<file path="src/rtl/wash_phase_timer_if.sv">
// Controller/timer handshake bundle for the wash phase timer.
// master = washing-machine controller, slave = wash_phase_timer.
interface wash_phase_timer_if #(
   parameter int CNT_W = 32
);
   logic             load;
   logic [CNT_W-1:0] load_value;
   logic             enable;
   logic             pause;
   logic             clear;
   logic             state_done;
   logic             done_pulse;
   logic             busy;
   logic             frozen;
   logic [CNT_W-1:0] remaining;

   modport master (
      output load, load_value, enable, pause, clear,
      input  state_done, done_pulse, busy, frozen, remaining
   );

   modport slave (
      input  load, load_value, enable, pause, clear,
      output state_done, done_pulse, busy, frozen, remaining
   );
endinterface

</file>
<file path="src/rtl/wash_phase_timer.sv">
// Phase countdown timer paired with the washing-machine controller FSM.
// Optional macro WASH_TIMER_TICK_EN adds a TICK_DIV-clock prescaler so durations count in ticks.
module wash_phase_timer #(
   parameter int CNT_W    = 32,
   parameter int TICK_DIV = 1000
) (
   input  logic                clk,
   input  logic                rst_n,
   wash_phase_timer_if.slave   tmr
);

   typedef enum logic [1:0] {
      IDLE = 2'd0,
      RUN  = 2'd1,
      DONE = 2'd2
   } state_t;

   state_t           state_q, state_d;
   logic [CNT_W-1:0] remaining_q, remaining_d;
   logic             state_done_q, state_done_d;
   logic             done_pulse_q, done_pulse_d;
   logic             busy_q, busy_d;
   logic             count_ok;
   logic             step;

   // Counting is only qualified by state and controller gating; clear/load take priority below.
   assign count_ok = (state_q == RUN) && tmr.enable && !tmr.pause;

`ifdef WASH_TIMER_TICK_EN
   localparam int PS_W = (TICK_DIV > 2) ? $clog2(TICK_DIV) : 1;

   logic [PS_W-1:0] prescaler_q, prescaler_d;

   always_comb begin
      prescaler_d = prescaler_q;
      step        = 1'b0;
      if (tmr.clear || tmr.load) begin
         prescaler_d = '0;
      end else if (count_ok) begin
         if (prescaler_q == PS_W'(TICK_DIV - 1)) begin
            prescaler_d = '0;
            step        = 1'b1;
         end else begin
            prescaler_d = prescaler_q + PS_W'(1);
         end
      end
   end

   always_ff @(posedge clk or negedge rst_n) begin
      if (!rst_n) begin
         prescaler_q <= '0;
      end else begin
         prescaler_q <= prescaler_d;
      end
   end
`else
   assign step = count_ok;
`endif

   always_comb begin
      state_d      = state_q;
      remaining_d  = remaining_q;
      state_done_d = state_done_q;
      done_pulse_d = 1'b0;

      if (tmr.clear) begin
         state_d      = IDLE;
         remaining_d  = '0;
         state_done_d = 1'b0;
      end else if (tmr.load) begin
         remaining_d = tmr.load_value;
         if (tmr.load_value == '0) begin
            // A zero-length phase completes on the load edge itself.
            state_d      = DONE;
            state_done_d = 1'b1;
            done_pulse_d = 1'b1;
         end else begin
            state_d      = RUN;
            state_done_d = 1'b0;
         end
      end else begin
         unique case (state_q)
            IDLE: begin
               state_done_d = 1'b0;
            end
            RUN: begin
               if (step && (remaining_q != '0)) begin
                  remaining_d = remaining_q - CNT_W'(1);
                  if (remaining_q == CNT_W'(1)) begin
                     state_d      = DONE;
                     state_done_d = 1'b1;
                     done_pulse_d = 1'b1;
                  end
               end
            end
            DONE: begin
               remaining_d  = '0;
               state_done_d = 1'b1;
            end
            default: begin
               state_d      = IDLE;
               remaining_d  = '0;
               state_done_d = 1'b0;
            end
         endcase
      end

      busy_d = (state_d == RUN);
   end

   always_ff @(posedge clk or negedge rst_n) begin
      if (!rst_n) begin
         state_q      <= IDLE;
         remaining_q  <= '0;
         state_done_q <= 1'b0;
         done_pulse_q <= 1'b0;
         busy_q       <= 1'b0;
      end else begin
         state_q      <= state_d;
         remaining_q  <= remaining_d;
         state_done_q <= state_done_d;
         done_pulse_q <= done_pulse_d;
         busy_q       <= busy_d;
      end
   end

   assign tmr.state_done = state_done_q;
   assign tmr.done_pulse = done_pulse_q;
   assign tmr.busy       = busy_q;
   assign tmr.remaining  = remaining_q;
   assign tmr.frozen     = (state_q == RUN) && (tmr.pause || !tmr.enable);

endmodule

</file>
<file path="src/flat_wrapper.sv">
// flat-port wrapper written by rule: the top's interface ports become plain ports
module wash_phase_timer_flat 
#(
   parameter int CNT_W    = 32,
   parameter int TICK_DIV = 1000
)
  (clk, rst_n, tmr_load, tmr_load_value, tmr_enable, tmr_pause, tmr_clear, tmr_state_done, tmr_done_pulse, tmr_busy, tmr_frozen, tmr_remaining);
  wash_phase_timer_if #(.CNT_W(CNT_W)) tmr_i ();
  input  logic clk;
  input  logic rst_n;
  input wire logic [$bits(tmr_i.load)-1:0] tmr_load;
  input wire logic [$bits(tmr_i.load_value)-1:0] tmr_load_value;
  input wire logic [$bits(tmr_i.enable)-1:0] tmr_enable;
  input wire logic [$bits(tmr_i.pause)-1:0] tmr_pause;
  input wire logic [$bits(tmr_i.clear)-1:0] tmr_clear;
  output wire logic [$bits(tmr_i.state_done)-1:0] tmr_state_done;
  output wire logic [$bits(tmr_i.done_pulse)-1:0] tmr_done_pulse;
  output wire logic [$bits(tmr_i.busy)-1:0] tmr_busy;
  output wire logic [$bits(tmr_i.frozen)-1:0] tmr_frozen;
  output wire logic [$bits(tmr_i.remaining)-1:0] tmr_remaining;
  assign tmr_i.load = tmr_load;
  assign tmr_i.load_value = tmr_load_value;
  assign tmr_i.enable = tmr_enable;
  assign tmr_i.pause = tmr_pause;
  assign tmr_i.clear = tmr_clear;
  assign tmr_state_done = tmr_i.state_done;
  assign tmr_done_pulse = tmr_i.done_pulse;
  assign tmr_busy = tmr_i.busy;
  assign tmr_frozen = tmr_i.frozen;
  assign tmr_remaining = tmr_i.remaining;
  wash_phase_timer #(.CNT_W(CNT_W), .TICK_DIV(TICK_DIV)) u_core (.clk(clk), .rst_n(rst_n), .tmr(tmr_i));
endmodule
</file>
<file path="config.mk">
export PLATFORM = sky130hd
export DESIGN_NAME = wash_phase_timer_flat
export DESIGN_NICKNAME = d
export VERILOG_FILES = /design/src/rtl/wash_phase_timer_if.sv /design/src/rtl/wash_phase_timer.sv /design/src/flat_wrapper.sv
export SDC_FILE = /design/constraint.sdc
export NUM_CORES = 1
export LEC_CHECK = 0
export ABC_AREA = 0
export ABC_CLOCK_PERIOD_IN_PS = 7460
export BUFFER_PORTS_ARGS = -buffer_cell sky130_fd_sc_hd__buf_2
export CAP_MARGIN = 20
export CORE_ASPECT_RATIO = 0.6
export CORE_MARGIN = 1
export CORE_UTILIZATION = 30
export CTS_BUF_LIST = sky130_fd_sc_hd__clkbuf_4 sky130_fd_sc_hd__clkbuf_8
export DETAILED_ROUTE_END_ITERATION = 8
export GPL_ROUTABILITY_DRIVEN = 0
export GPL_TIMING_DRIVEN = 0
export SKIP_LAST_GASP = 1
export SYNTH_ARGS = -nofsm -noshare
export SYNTH_HDL_FRONTEND = slang
export SYNTH_SLANG_ARGS = --single-unit
</file>
<file path="constraint.sdc">
create_clock -name clk -period 7.46 [get_ports clk]
set_input_delay 1.119 -clock clk [delete_from_list [all_inputs] [get_ports clk]]
set_output_delay 1.119 -clock clk [all_outputs]
set_load 0.02 [all_outputs]
</file>
==> reports/summary.txt, run 1 <==
status -> finished, violations left
violated checks -> design-rule violations
max_cap viols -> 0
arrival time at the worst endpoint -> 3.72 ns
Cells after Synth -> 319
largest cells by area after synthesis -> dfrtp_1 (34%), o31ai_1 (5.5%), nor4_1 (3.9%), a21oi_1 (3.7%), o21ai_1 (3.5%)
slew at the pin closest to its max-slew limit -> 0.9275 ns
Max IR drop VDD -> 0.06375 mV
worst-skew pair later-pin latency -> 0.30 ns
Achievable Freq -> 285.0 MHz
vias in the first global route -> 2,836
TritonCTS clock tree -> built
busiest grt layer -> met1
Ports -> 74
Seq/Total Area, Yosys -> 33.91%
Synth Flop Type -> dfrtp_1
WP data required -> 7.67 ns
first-pass GRT wire length -> 16,310 um
met3 Track Usage GR -> 6.390%
Synthesis Warnings -> 0
min Tclk post-route -> 3.509 ns
CP Class -> reg -> reg
Total Wirelength -> 10,690 um
initial antenna violation count -> 0
Worst Clk Skew -> 0.007353 ns
type of origin of the critical path -> flip-flop
routed via count -> 3,148
Synth cell types -> 54
Post-synth ARST share -> 100.0%
clk root buf -> clkbuf_8
fin crit share -> 47.04%
hold crit path type -> reg -> reg
routing usage on met1 -> 33.79%
layout cells sized above 1 -> 25.56%
first drt pass iteration count -> 7
# DRC -> 10
layout net count -> 443
#FFs+latches synth -> 37
Leak -> 0.001497 uW
row cnt -> 26
die width -> 125.2 um
unrepaired setup endpoints after global routing -> no
gr usage total -> 22.70%
final hold vios -> 0
full die area -> 0.009499 sq mm
dpl hpwl -> 7838 um
via density per instance -> 6.160
pin count of the biggest net entering global routing -> 38
CTS HTree Levels -> 2
pwr dens -> 175.1 mW/mm^2
core area -> 0.008653 sq mm
worst-path fanout max -> 10
total gr overflow -> 0
Post-Syn Area per Cell -> 8.558 sq um
I/O Buffers -> 72
clk sinks -> 37
postcts setup bufs -> 0
antenna-violating nets left -> 0
hold buffer count at cts -> 0
top-area cell type share of the netlist area -> 33.91%
Layout area overhead -> 21.81%
clk buf depth -> 2
Post-Syn Nets -> 363
met2 usage -> 32.28%
clk slew on worst S/H paths -> 0.07 ns
number of flops mapped to enable cells by yosys -> 0
Rel. slew slack -> 37.69%
synthesized cell area -> 0.002730 sq mm
total CTS buffers -> 5
CP Capture Type -> flip-flop
post-DR wirelength/cell -> 20.92 um
Initial Util -> 31.55%
fillers -> 918
die height -> 75.90 um
Initial DRC Count -> 481
Setup violations, final -> 0
Fin Setup TNS -> 0 ns
largest area contributor in the netlist -> dfrtp_1
Pins Over Slew Limit -> 0
Util after Layout -> 38.43%
Post-CTS Resized -> 0
n_diodes -> 0
-- worst paths after layout --
kind | start | to | slack, ns | depth (start not counted)
worst min register to register | u_core.tmr.state_done | u_core.tmr.state_done | 0.50 | 1
worst max register to register | u_core.state_q[1] | u_core.tmr.remaining[4] | 3.95 | 9
worst max-delay path | u_core.state_q[1] | u_core.tmr.remaining[4] | 3.95 | 9
max in group asynchronous | rst_n | u_core.tmr.remaining[29] | 5.96 | 1
min in group asynchronous | rst_n | u_core.tmr.remaining[13] | 0.95 | 1
worst min-delay path | u_core.tmr.state_done | u_core.tmr.state_done | 0.50 | 1
-- where the power goes --
group / total (uW) / leakage (uW) / switching, uW / internal, uW
Sequential: 235 / 0.000494 / 21.1 / 214
Clock: 153 / 0.0000477 / 76.1 / 77.1
Combinational: 194 / 0.000955 / 129 / 65.1
Total: 582 / 0.00150 / 226 / 356
-- kinds of logic after synthesis --
kind of cell             synth area share (%)
buffers and inverters                   5.316
XOR/XNOR                               0.3209
flip-flops                              33.91
AND/OR/NAND/NOR                         26.63
multiplexers                           0.4124
AO/OA/AOI/OAI                           30.66
adder cells (fa/ha/maj)                 2.750
-- placed cells by master, fill, tap and decap left out, types with 14 or more instances in the layout --
master | Yosys | layout
nor3_1 | 18 | 18
nand2_1 | 16 | 16
nor4_1 | 17 | 17
buf_2 | 5 | 78
nor2_1 | 23 | 23
a21oi_1 | 20 | 20
dfrtp_1 | 37 | 37
o21ai_1 | 19 | 19
clkbuf_1 | 14 | 14
o31ai_1 | 20 | 20
-- worst max-delay path, stage by stage, from the launching register on --
cell	delay, ns
dfrtp_1	0.43
inv_1	0.14
ha_1	0.15
clkbuf_1	0.32
nor3b_2	0.75
nand2_1	0.20
nor4_2	0.64
clkbuf_1	0.51
o31ai_1	0.15
o21ai_1	0.13
-- per-stage QoR --
stage | hold WS, ns | instance area, sq um | total power [uW] | instances | worst slack [ns]
2_1_floorplan | 0.6103 | 2730 | 355.4 | 319 | 4.562
3_3_place_gp | 0.4836 | 3231 | 424.5 | 503 | 3.875
3_5_place_dp | 0.4843 | 3236 | 427.1 | 504 | 3.840
4_1_cts | 0.5023 | 3326 | 577.4 | 511 | 4.114
5_1_grt | 0.5305 | 3326 | 609.2 | 511 | 3.758
6_report | 0.4966 | 3326 | 582.2 | 511 | 3.951
-- cell type report --
cell class / count / area (sq um) / area share (%)
buffer: 23 / 107.6 / 3.236
clock buffer: 7 / 90.09 / 2.709
inverter: 10 / 37.54 / 1.129
multi-input combinational: 249 / 1659 / 49.89
sequential: 37 / 925.9 / 27.84
tap: 112 / 140.1 / 4.214
timing repair buffer: 73 / 365.4 / 10.99
-- state kept, by name, indices dropped and copies added (netlist names) --
| signal | flops |
|---|---|
| u_core.state_q | 2 |
| u_core.tmr.busy | 1 |
| u_core.tmr.done_pulse | 1 |
| u_core.tmr.remaining | 32 |
| u_core.tmr.state_done | 1 |
-- layer usage --
layer / wire (um) / share of wire [%]
met5: 0 / 0
met4: 119 / 1.1
met3: 1184 / 11
met2: 4227 / 40
met1: 5161 / 48
-- cells in the mapped netlist, types with 3 or more instances --
cell and instances:
a22oi_1 10, o21ai_0 8, a32oi_1 5, clkbuf_1 14, nand3_1 4, a21oi_1 20
ha_1 6, nor4_1 17, nor3_1 18, o31a_1 8, nand4_1 7, o31ai_1 20
and3_1 3, nand2b_1 3, nand2_1 16, o21ai_1 19, nor2_1 23, o22ai_1 3
a31oi_1 4, inv_1 10, buf_2 5, dfrtp_1 37, a211oi_1 5, or4_1 6
nor4_2 4
Note: power is estimated with default switching activity, not from simulation.
==> run 2: changes to the inputs <==
Settings changed: ABC_CLOCK_PERIOD_IN_PS 7460 to 3220.
Clock period 7.46 ns to 3.22 ns, I/O delays scaled along.
==> run 2 against run 1 <==
The flow still finishes with violations (design-rule violations). Core utilization up 0.52 points. Clock skew grew 0.0022 ns. First-iteration DRC count grew 17%. Critical path depth down 2. Design area grew 1.4%. Count of clock-buffer cells in the layout is the same. Non-clock buffer count increased by 4. Highest routed layer unchanged.
==> reports/summary.txt, run 2 (same netlist as run 1, synthesis figures left out) <==
WP data required -> 3.38 ns (-4.29 ns)
Max IR drop VDD -> 0.1498 mV (+140%)
Pins Over Slew Limit -> 0 (unchanged)
first-pass GRT wire length -> 16,310 um (unchanged)
Achievable Freq -> 344.3 MHz (+21%)
total gr overflow -> 0 (unchanged)
# DRC -> 10 (unchanged)
Initial DRC Count -> 563 (+17%)
final hold vios -> 0 (unchanged)
CP Class -> reg -> reg
via density per instance -> 6.219 (+0.96%)
clk slew on worst S/H paths -> 0.08 ns (about the same)
Worst Clk Skew -> 0.009513 ns (+0.002160 ns)
die height -> 75.90 um (unchanged)
most common cell after layout, fill and taps aside -> buf_2
I/O Buffers -> 72 (unchanged)
Util after Layout -> 38.95% (+0.52 points)
Rel. slew slack -> 34.94% (-2.7 points)
n_diodes -> 0 (unchanged)
Fin Setup TNS -> 0 ns (unchanged)
worst reg-to-reg path cell count -> 7 (-2)
core area -> 0.008653 sq mm (unchanged)
arrival time at the worst endpoint -> 3.07 ns (-0.65 ns)
full die area -> 0.009499 sq mm (unchanged)
dpl hpwl -> 7838 um (unchanged)
routed via count -> 3,203 (+1.7%)
CP dominant cell by count -> buf_2
Final Cell Area -> 0.003371 sq mm (+1.4%)
most used cells in the layout excluding fill and tap cells -> buf_2 (78), dfrtp_1 (37), nor2_1 (23), a21oi_1 (20), o31ai_1 (20)
worst-skew pair later-pin latency -> 0.30 ns (about the same)
worst reg-to-reg setup slack -> 0.32 ns (-3.63 ns)
antenna-violating nets left -> 0 (unchanged)
CTS HTree Levels -> 2 (unchanged)
unrepaired setup endpoints after global routing -> no
hold crit path type -> in -> async
capturing point of the worst reg2reg path -> u_core.tmr.remaining[4]
TritonCTS clock tree -> built
worst path cell trace -> nor4_2 -> nand3_4 -> or4_1 -> buf_2 -> nand3_2 -> buf_2 -> o21ai_1
Largest stage delay, worst path -> 0.63 ns (-0.12 ns)
post-DR wirelength/cell -> 20.90 um (-0.14%)
fin crit share -> 90.19% (+43 points)
status -> finished, violations left
violated checks -> design-rule violations
slew at the pin closest to its max-slew limit -> 0.9684 ns (+0.04090 ns)
Layout area overhead -> 23.46%
Setup violations, final -> 0 (unchanged)
DP Area -> 0.003236 sq mm (unchanged)
max_cap viols -> 0 (unchanged)
total CTS buffers -> 5 (unchanged)
pwr dens -> 405.1 mW/mm^2 (+130%)
slowest CP cell -> nor4_2
CP Capture Type -> flip-flop
first drt pass iteration count -> 7 (unchanged)
Total Wirelength -> 10,760 um (+0.65%)
Leak -> 0.001526 uW (+2.0%)
min Tclk post-route -> 2.904 ns (-0.6051 ns)
Initial Util -> 31.55% (unchanged)
R2R Path Start -> u_core.tmr.remaining[20]
clk buf depth -> 2 (unchanged)
layout cells sized above 1 -> 26.30% (+0.74 points)
worst-path fanout max -> 10 (unchanged)
die width -> 125.2 um (unchanged)
initial antenna violation count -> 0 (unchanged)
clk sinks -> 37 (unchanged)
row cnt -> 26 (unchanged)
gr usage total -> 22.70% (unchanged)
layout net count -> 447 (+0.90%)
vias in the first global route -> 2,836 (unchanged)
type of origin of the critical path -> flip-flop
clk root buf -> clkbuf_8
Ports -> 74 (unchanged)
max FFs per register -> 32 (unchanged)
pin count of the biggest net entering global routing -> 38 (unchanged)
-- run 2: cell types whose count changed in the layout (fill, tap and decap cells not counted) --
cell     change
buf_4        +4
nor4_2       -1
nor3b_2      -1
nor3b_4      +1
nor4_4       +1
-- run 2: critical path, delay by kind of cell (launching register included) --
kind	cells	cell delay, ns
simple gates	4	1.65
buf+inv	2	0.51
flops	1	0.46
compound gates	1	0.14
-- run 2: worst max-delay path by stage --
stage,from,slack (ns),end,cells after the start
global placement,u_core.state_q[1],-0.09,u_core.tmr.remaining[2],9
CTS,u_core.state_q[1],0.05,u_core.tmr.remaining[2],9
global route,u_core.state_q[1],0.16,u_core.tmr.remaining[6],8
detailed placement,u_core.state_q[1],-0.10,u_core.tmr.remaining[2],9
finish,u_core.tmr.remaining[20],0.32,u_core.tmr.remaining[4],7
floorplan,u_core.tmr.remaining[4],0.69,u_core.tmr.remaining[27],8
-- run 2: layout make-up --
cell class | instances | area, sq um
Multi-Input combinational cell | 249 | 1674
Buffer | 23 | 107.6
Tap cell | 112 | 140.1
Inverter | 10 | 37.54
Clock buffer | 7 | 90.09
Timing Repair Buffer | 77 | 395.4
Fill cell | 916 | 5283
Sequential cell | 37 | 925.9
-- run 2: repair_timing --
| item | CTS | global route |
|---|---|---|
| setup buffers | 0 | 4 |
| pin swaps | 0 | 1 |
| hold buffers | 0 | 0 |
| gates resized for setup | 1 | 1 |
| endpoints found under the setup margin | 22 | 32 |
-- run 2: power by group --
part	total [uW]	internal, uW	switching, uW	leakage (uW)
Combinational	466	160	306	0.000985
Clock	356	179	177	0.0000477
Sequential	544	495	48.5	0.000494
-- run 2: per-stage QoR --
step / hold slack [ns] / cells / setup WS, ns / power, uW
2_1_floorplan: 0.1874 / 319 / 0.6852 / 823.3
3_3_place_gp: 0.4836 / 503 / -0.09071 / 983.5
3_5_place_dp: 0.4843 / 504 / -0.1049 / 989.5
4_1_cts: 0.3460 / 511 / 0.05497 / 1339
5_1_grt: 0.3780 / 515 / 0.1566 / 1426
6_report: 0.3128 / 515 / 0.3159 / 1366
-- run 2: layer usage --
metal / global-route usage, % / vias to the layer above / wire (um)
met5: 0 / - / 0
met2: 32.28 / 248 / 4235
met3: 6.390 / 14 / 1365
li1: - / 1439 / -
met1: 33.79 / 1502 / 5050
met4: 4.472 / 0 / 109
